===== config.mk =====
export PLATFORM = sky130hd
export DESIGN_NAME = shift_seq_unit
export DESIGN_NICKNAME = d
export VERILOG_FILES = /design/src/rtl/shift_pkg.sv /design/src/rtl/shift_step.sv /design/src/rtl/shift_seq_unit.sv
export SDC_FILE = /design/constraint.sdc
export NUM_CORES = 1
export LEC_CHECK = 0
export CAP_MARGIN = 25
export CORE_MARGIN = 5
export CORE_UTILIZATION = 36
export CTS_CLUSTER_SIZE = 14
export DETAILED_ROUTE_END_ITERATION = 8
export GPL_TIMING_DRIVEN = 0
export PLACE_DENSITY_LB_ADDON = 0.25
export REMOVE_ABC_BUFFERS = 1
export SLEW_MARGIN = 40
export SYNTH_ARGS = -nofsm -noshare
export SYNTH_HDL_FRONTEND = slang
export SYNTH_SLANG_ARGS = --single-unit

===== constraint.sdc =====
create_clock -name clk -period 3.05 [get_ports clk]
set_input_delay 0.7625 -clock clk [delete_from_list [all_inputs] [get_ports clk]]
set_output_delay 0.7625 -clock clk [all_outputs]
set_load 0.02 [all_outputs]

===== src/rtl/shift_pkg.sv =====
// Shared definitions for the multicycle shifter: op encodings, FSM states and default sizes.
package shift_pkg;

  localparam int WIDTH   = 32;
  localparam int SHAMT_W = 5;

  typedef enum logic [1:0] {
    SHIFT_SLL = 2'b00,
    SHIFT_SRL = 2'b01,
    SHIFT_SRA = 2'b10,
    SHIFT_RSV = 2'b11
  } shift_op_e;

  typedef enum logic [1:0] {
    IDLE  = 2'b00,
    SHIFT = 2'b01,
    DONE  = 2'b10
  } state_e;

endpackage


===== src/rtl/shift_step.sv =====
// Combinational one-bit shift of a WIDTH-bit value; the reserved op passes the value through.
module shift_step
  import shift_pkg::*;
#(
  parameter int WIDTH = shift_pkg::WIDTH
) (
  input  shift_op_e        op,
  input  logic [WIDTH-1:0] value,
  output logic [WIDTH-1:0] stepped
);

  always_comb begin
    stepped = value;
    case (op)
      SHIFT_SLL: stepped = {value[WIDTH-2:0], 1'b0};
      SHIFT_SRL: stepped = {1'b0, value[WIDTH-1:1]};
      SHIFT_SRA: stepped = {value[WIDTH-1], value[WIDTH-1:1]};
      default:   stepped = value;
    endcase
  end

endmodule


===== src/rtl/shift_seq_unit.sv =====
// Multicycle SLL/SRL/SRA unit: shifts one bit per clock after an accepted start, pulses done once.
module shift_seq_unit
  import shift_pkg::*;
#(
  parameter int WIDTH   = shift_pkg::WIDTH,
  parameter int SHAMT_W = shift_pkg::SHAMT_W
) (
  input  logic               clk,
  input  logic               reset,
  input  logic               start,
  input  logic [1:0]         op,
  input  logic [WIDTH-1:0]   operand,
  input  logic [SHAMT_W-1:0] shamt,
  output logic               busy,
  output logic               done,
  output logic [WIDTH-1:0]   result
);

  state_e             state_q, state_d;
  shift_op_e          op_q, op_d;
  logic [SHAMT_W-1:0] count_q, count_d;
  logic [WIDTH-1:0]   result_q, result_d;
  logic [WIDTH-1:0]   step_res;

  shift_step #(.WIDTH(WIDTH)) u_step (
    .op      (op_q),
    .value   (result_q),
    .stepped (step_res)
  );

  always_ff @(posedge clk or negedge reset) begin
    if (!reset) begin
      state_q  <= IDLE;
      op_q     <= SHIFT_SLL;
      count_q  <= '0;
      result_q <= '0;
    end else begin
      state_q  <= state_d;
      op_q     <= op_d;
      count_q  <= count_d;
      result_q <= result_d;
    end
  end

  // Inputs are only looked at in IDLE, so a start while busy is simply dropped.
  always_comb begin
    state_d  = state_q;
    op_d     = op_q;
    count_d  = count_q;
    result_d = result_q;
    case (state_q)
      IDLE: begin
        if (start) begin
          result_d = operand;
          op_d     = shift_op_e'(op);
          count_d  = shamt;
          if ((shamt == '0) || (shift_op_e'(op) == SHIFT_RSV)) begin
            state_d = DONE;
          end else begin
            state_d = SHIFT;
          end
        end
      end
      SHIFT: begin
        result_d = step_res;
        count_d  = count_q - SHAMT_W'(1);
        if (count_q == SHAMT_W'(1)) begin
          state_d = DONE;
        end
      end
      DONE: begin
        state_d = IDLE;
      end
      default: begin
        state_d = IDLE;
      end
    endcase
  end

  assign busy   = (state_q != IDLE);
  assign done   = (state_q == DONE);
  assign result = result_q;

endmodule

==> metrics, run 1 <==
logic gate share of total power=a little over three fifths; post-synthesis cell area=approximately 2300 um^2; Synth top area share=45.6%; most common cell in the netlist=o21ai_1; Initial Util=37.6%; Synth Area in Compound Gates=33.5%; CP top delay family=flip-flops; PD cells=1290 nW/um^2; antenna viol nets, final=0; Routed WL=about 6400 um; register bit count reported by yosys=about 40; Vias=approximately 2200; Tightest Pin Transition=0.778 ns; global-route wire length before repair=10500 um; Layout Nets=360; # hold bufs at CTS=0; Global Route Usage Sum=between 10% and 20%; TNS Setup=0 ns; share of cells above drive strength 1=under 10%; CP Cell Sequence=nor2b_1, clkdlybuf4s50_1; Worst Hold Class=primary input to asynchronous set/reset pin; Main synth FF type=dfrtp_1; final core occ=51.7%; vias per cell=between 5 and 6; Crit Path Category=register to primary output; max_slew headroom=approximately 48%; ranking of synthesized cells by area=dfrtp_1 (46%), o21ai_1 (12%), a221oi_1 (12%); Leak Pwr=~1.2 nW; MaxCap Viol Count=0; path length in cells of the critical path=2; Clock Tree Root=clkbuf_8; Die Area=roughly 7900 um^2; CP endpoint kind=primary output; mux contribution to synthesized area=0.500%; Synth warnings=0; fmax=approximately 380 MHz; vertical die dimension=just under 90 um; Post-synth EDFFs=0; Switching Fraction=about half; Routability Congestion=0.794; I/O Buffers=75; flop-to-flop setup slack=0.99 ns; Iteration-0 DRC Markers=roughly 120; clk_lat worst skew=0.30 ns; fin. max-slew vios=0; largest net degree at the start of global routing=42; max incr delay on CP=0.74 ns; DP HPWL=about 4400 um; cell count of the worst reg-to-reg path=7; R2R Path Start=op_q[1]; setup violators final=0; syn_area_per_cell=~9.0 um^2; dpl ws=0.584 ns; reg2reg end=result[24]; initial antenna violation count=0; top cell type by total area after synthesis=dfrtp_1; final instance area=3100 um^2; RSZ-0062 raised after global routing=false; CTS tree=built; Final min period=2.60 ns; core area=roughly 6000 um^2; CP max FO=17; wire per inst=16.3 um; final worst slack=0.450 ns; worst IR drop on VDD=between 0.7 and 0.8 mV; adder-cell share of the synthesized area=2.78%; clock share of power=~9%; sequential share of the synthesized area=between 40 and 50%; WP data arrival=around 1.8 ns; Die W=between 80 and 90 um; element type at the critical path start=register; Mapped Cells=250; largest family of logic cells by synthesized area=compound AO/OA/AOI/OAI gates; CP Data Required Time=approximately 2.3 ns; Layout area overhead=37.6%; CTS Sinks=41; Non-Filler Instances=around 390; first drt pass iteration count=4; H-tree levels=2; clock slew at reported path FFs=approximately 0.090 ns; vias in the first global route=about 2200; Sw Pwr=about 1.9 mW; Reg power frac=around 28%; final period utilization=a little under nine tenths; CP bufs+invs=1; count of final hold-check violations=0; total congestion overflow=0; Clock Path Buffers=2; Remaining DRCs=0; Cell Count Post-Placement=381; outcome=finished, final reports clean; Max Clock Skew=around 0.013 ns; Simple-Gate Fraction of Synth Area=between 10% and 20%; library cells used by synthesis=32; total CTS buffers=5; Int Power=between 2 and 2.5 mW; Post-synth top cells=o21ai_1 (56), dfrtp_1 (41), nand2_1 (35); setup bufs post-CTS=0; post-cts sizing count=0; Post-synth ARST share=100%; Antenna diodes=0; Critical-path top delay cell=dfrtp_1; DP Area=about 3000 um^2; Std-Cell Rows=28; I/O pin count=76; xor/xnor share of the synthesized area=0%
[kinds of logic after synthesis]
family                   after synthesis
AND/OR/NAND/NOR                       57
flip-flops                            41
buffers and inverters                 30
adder cells (fa/ha/maj)                5
AO/OA/AOI/OAI                        116
multiplexers                           1
[routing by layer]
layer / global-route usage (%) / share of wire [%] / vias to the layer above
li1: - / - / 1054
met1: 21.0 / 45 / 1040
met2: 27.1 / 46 / 65
met3: 4.52 / 7.2 / 10
met4: 7.71 / 2.2 / 0
met5: 0 / 0 / -
[layout by cell type, fill, tap and decap left out, types with 2 or more instances in the layout]
cell type	n
clkinv_2	2
clkdlybuf4s50_1	74
a22o_1	2
o21ai_0	9
nand2_1	35
buf_4	3
inv_1	7
o21a_1	2
a21oi_1	4
o21ai_1	56
a221oi_1	30
nand3_1	2
a31oi_1	3
ha_1	5
dfrtp_1	41
clkbuf_8	5
nor2_4	2
o22a_1	4
nor2_1	9
[stage by stage]
stage | total power [mW] | hold slack (ns)
after global placement | 3.54 | 0.475
final | 4.00 | 0.448
after global routing | 4.38 | 0.483
after CTS | 4.03 | 0.463
after floorplan | 2.66 | 0.460
after detailed placement | 3.67 | 0.487
[cell type report]
class	instances	area (um^2)
inverter	8	30.0
tap	75	93.8
timing repair buffer	78	778
clock buffer	6	72.6
clock inverter	2	10.0
sequential	41	1030
fill	570	2890
multi-input combinational	179	1090
[state kept, by name, indices dropped and copies added (netlist names)]
register  flops
result       32
count_q       5
op_q          2
state_q       2
[power by group through the flow]
| stage | clock network (mW) | registers [mW] | logic, mW |
|---|---|---|---|
| floorplan | 0 | 1.32 | 1.34 |
| global placement | 0 | 1.13 | 2.41 |
| detailed placement | 0 | 1.14 | 2.53 |
| CTS | 0.359 | 1.13 | 2.54 |
| global route | 0.382 | 1.18 | 2.82 |
| finish | 0.351 | 1.14 | 2.51 |
[how the worst max path moves through the flow]
stage	from	endpoint
2_1_floorplan	op_q[0]	result[18]
3_3_place_gp	op_q[0]	result[21]
3_5_place_dp	start	result[19]
4_1_cts	state_q[1]	done
5_1_grt	state_q[1]	done
6_report	state_q[1]	done
Note: power is estimated with default switching activity, not from simulation.
==> run 2, diff against run 1 <==
--- a/config.mk
+++ b/config.mk
@@ -6,7 +6,6 @@
 export NUM_CORES = 1
 export LEC_CHECK = 0
 export CAP_MARGIN = 25
-export CORE_MARGIN = 5
 export CORE_UTILIZATION = 36
 export CTS_CLUSTER_SIZE = 14
 export DETAILED_ROUTE_END_ITERATION = 8
==> run 2 against run 1 <==
Against the previous run: non-clock buffer count did not move; clock power barely moved; via count rose by 0.74%.
==> metrics, run 2 (synthesized netlist as in run 1, its figures left out) <==
Max Clock Skew=between 0.005 and 0.006 ns; Iteration-0 DRC Markers=about 130; clock share of power=roughly 8.7%; Reg power frac=roughly 28%; Fillers=557; clk_lat worst skew=around 0.28 ns; Die W=approximately 80 um; H-tree levels=2; commonest cells after routing, fill and taps aside=clkdlybuf4s50_1 (74), o21ai_1 (56), dfrtp_1 (41), nand2_1 (35), a221oi_1 (30); Top Layer Used=met4; max reg flops=32; core area=around 6000 um^2; initial antenna violation count=0; Clock Tree Root=clkbuf_8; Non-Filler Instances=slightly below 400; RSZ-0062 raised after global routing=false; Die Area=6580 um^2; max_slew headroom=a little under half; TNS Setup=0 ns; Int Power=2.11 mW; total CTS buffers=5; Std-Cell Rows=28; vias in the first global route=around 2000; share of cells above drive strength 1=under 10%; Switching Fraction=a little under half; flop-to-flop setup slack=1.01 ns; Tightest Pin Transition=0.789 ns; logic gate share of total power=a little over three fifths; Cell Count Post-Placement=between 300 and 400; CTS tree=built; final period utilization=roughly 84%; Remaining DRCs=0; post-cts sizing count=0; clock slew at reported path FFs=0.07 ns; Clock Path Buffers=2; total congestion overflow=0; setup bufs post-CTS=0; Reg area=a little over 1000 um^2; area of the multi-input gates=approximately 1100 um^2; antenna viol nets, final=0; first drt pass iteration count=4; wl on met1=2720 um; Sw Pwr=around 1.9 mW; PD cells=1290 nW/um^2; count of final hold-check violations=0; met3 WL=around 280 um; wire per inst=approximately 15 um; DP HPWL=between 4000 and 5000 um; largest net degree at the start of global routing=42; Antenna diodes=0; CP Data Required Time=between 2 and 2.5 ns; Crit Path Category=register to primary output; Worst Hold Class=primary input to asynchronous set/reset pin; Layout Nets=between 300 and 400; Routed WL=5900 um; Routability Congestion=about 0.80; outcome=finished, final reports clean; setup violators final=0; element type at the critical path start=register; vertical die dimension=just over 80 um; vias per cell=about 5.6; Layout area overhead=37.9%; most common cell after layout, fill and taps aside=clkdlybuf4s50_1; CP endpoint kind=primary output; Met2 Wirelength=2860 um; MaxCap Viol Count=0; I/O pin count=76; CP max FO=17; fmax=roughly 390 MHz; Global Route Usage Sum=roughly a fifth; Final min period=2.57 ns; Vias=2185; worst IR drop on VDD=0.712 mV; # hold bufs at CTS=0; global-route wire length before repair=~9700 um; Leak Pwr=roughly 1.2 nW; CTS Sinks=41; I/O Buffers=75; fin. max-slew vios=0; WP data arrival=around 1.8 ns; Initial Util=a little under two fifths
==> run 2: per-stage QoR <==
| stage | hold slack (ns) | worst slack, ns | total power [mW] | instance area, um^2 | utilization, % |
|---|---|---|---|---|---|
| 2_1_floorplan | 0.460 | 0.611 | 2.66 | 2130 | - |
| 3_3_place_gp | 0.472 | -0.166 | 3.52 | 2970 | 49.6 |
| 3_5_place_dp | 0.479 | 0.570 | 3.66 | 3020 | 50.4 |
| 4_1_cts | 0.474 | 0.467 | 4.03 | 3110 | 51.9 |
| 5_1_grt | 0.488 | 0.370 | 4.36 | 3110 | 51.9 |
| 6_report | 0.464 | 0.485 | 4.00 | 3110 | 51.9 |
==> run 2: final cells by class <==
type	count	area share, %
Sequential cell	41	33.0
Tap cell	75	3.02
Multi-Input combinational cell	179	35.0
Clock buffer	7	2.78
Inverter	8	0.967
Timing Repair Buffer	78	25.2
==> run 2: path summary, 6_finish.rpt <==
check                            from         end  cells after the start
setup / recovery           state_q[1]        done                      2
hold / removal                  reset  result[29]                      1
setup reg to reg              op_q[0]  result[28]                      7
hold reg to reg            count_q[4]  count_q[4]                      1
max in group asynchronous       reset  result[27]                      1
min in group clk           count_q[4]  count_q[4]                      1
==> run 2: power by group through the flow <==
stage                     registers (mW)  logic (mW)  clock network (mW)
after floorplan                     1.32        1.34                   0
after global placement              1.13        2.39                   0
after detailed placement            1.13        2.53                   0
after CTS                           1.13        2.53               0.365
after global routing                1.18        2.79               0.389
final                               1.13        2.52               0.349
==> run 2: layer usage <==
layer	track usage, %	vias up
met5	0	-
met4	3.21	0
met3	4.04	2
met2	31.3	64
met1	25.8	1062
li1	-	1057
==> run 2: worst max-delay path: stages, from the launching register on <==
cell and delay (ns):
dfrtp_1 0.71, nor2b_1 0.20, clkdlybuf4s50_1 0.61
==> RTL edit, RTL diff (settings of run 1) <==
Reset style: synchronous (`reset`), changed in one clocked block.
--- a/src/rtl/shift_seq_unit.sv
+++ b/src/rtl/shift_seq_unit.sv
@@ -28,7 +28,7 @@
     .stepped (step_res)
   );
 
-  always_ff @(posedge clk or negedge reset) begin
+  always_ff @(posedge clk) begin
     if (!reset) begin
       state_q  <= IDLE;
       op_q     <= SHIFT_SLL;
Behaviour: differs if reset is asserted again (counterexample within 4 cycles, from zero or initial values and one cycle with reset low); with reset held inactive, the same outputs for 10 cycles.
==> RTL edit against run 1 <==
Worst hold slack improved by 0.058 ns. Sequential cell count did not move. Clock skew is 0.0061 ns lower. Wire length is 0.47% lower. Register-to-register slack is essentially flat. Worst setup slack improved by 0.13 ns. Cell area is 2.3% lower. Area after synthesis stayed put. Largest cell class unchanged.
Power is not compared: it rests on default switching activity, and its combinational part moved more than twofold at a synthesized area within 25%.
==> RTL edit: results (changes against run 1) <==
result of the run - finished, final reports clean
htree depth - 2 (unchanged)
initial detailed-routing violation count - 174 (+46%)
largest net degree at the start of global routing - 63 (+50%)
fin nets - 363 (+0.83%)
vias in the first global route - 2,100 (-6.2%)
Total GRT Usage - 0.159 (-0.00912)
Rel. slew slack - 0.487 (+0.00645)
layout cells sized above 1 - 0.0505 (-0.0164)
routability-driven placement congestion ratio - 0.802 (+1.0%)
Max clock buf depth - 2 (unchanged)
Setup WS pre-CTS - 0.498 ns (-0.0864 ns)
CP Max Fanout - 12 (-5)
Worst Hold Class - flop to flop
via count - 2,291 (+5.6%)
Worst-Skew Late Latency - 0.29 ns
Post-synth ARST share - 0 (-1.00)
slowest CP cell - dfxtp_1
First-pass DRT Iterations - 5 (+1)
first-pass GRT wire length - 10,100 um (-3.7%)
DR WL/cell - 16.1 um (-1.2%)
Cell Area, Placed - 2950 um^2 (-2.3%)
commonest cells in the netlist - 41 x dfxtp_1, 35 x nand2_1, 32 x o211ai_1, 30 x a221oi_1, 30 x o22ai_1
sequential area share after synthesis - 0.364 (-0.0911)
HPWL Detailed - 4210 um (-3.3%)
Area contributors post-synth - dfxtp_1 36%, a221oi_1 12%, o211ai_1 11%, o22ai_1 8.3%, nand2_1 5.8%
CP peak stage delay - 0.60 ns (-0.14 ns)
Final Skew - 0.00647 ns (-0.00609 ns)
cell family with most CP delay - buffers and inverters
Yosys cell types - 37 (+16%)
-- RTL edit: worst paths after layout --
kind / start / to / slack [ns]
max reg2reg: op_q[0]$_SDFFE_PN0P_ / result[9]$_SDFFE_PN0P_ / 0.99
min reg2reg: result[15]$_SDFFE_PN0P_ / result[15]$_SDFFE_PN0P_ / 0.51
max: state_q[0]$_SDFFE_PN0P_ / busy / 0.58
min: result[15]$_SDFFE_PN0P_ / result[15]$_SDFFE_PN0P_ / 0.51
-- RTL edit: cell families (layout without fill, tap and decap cells) --
family / Yosys count / after routing / synth area share
compound gates: 117 / 117 / 0.391
fa+ha+maj: 5 / 5 / 0.0278
mux: 2 / 2 / 0.00889
buf+inv: 40 / 97 / 0.107
simple gates: 55 / 55 / 0.101
flops: 41 / 41 / 0.364
-- RTL edit: area by class of cell --
cell class | count | area, um^2
Inverter | 12 | 45.0
Tap cell | 75 | 93.8
Multi-Input combinational cell | 179 | 1200
Timing Repair Buffer | 77 | 783
Clock buffer | 8 | 80.1
Sequential cell | 41 | 821
Fill cell | 566 | 2960
-- RTL edit: worst reg2reg max path, delay by kind of cell (launching register included) --
family	cells	cell delay, ns
AOI/OAI and AO/OA	2	0.41
buffers and inverters	3	0.68
and+or+nand+nor	1	0.18
DFF	1	0.35
adders and majority gates	1	0.30
-- RTL edit: power breakdown --
group	leakage [nW]	switching (mW)	internal (mW)
Combinational	0.654	0.301	0.259
Clock	0.0395	0.178	0.163
Sequential	0.339	0.0783	0.606
-- RTL edit: through the flow --
step	TNS [ns]	instances
after floorplan	0	232
after global placement	-10.10	382
after detailed placement	0	384
after CTS	0	392
after global routing	0	392
final	0	392
-- RTL edit: metal layers --
layer,routed length (um),global-route usage
met1,2710,0.213
met2,3020,0.244
met3,501,0.0442
met4,88,0.0568
met5,0,0
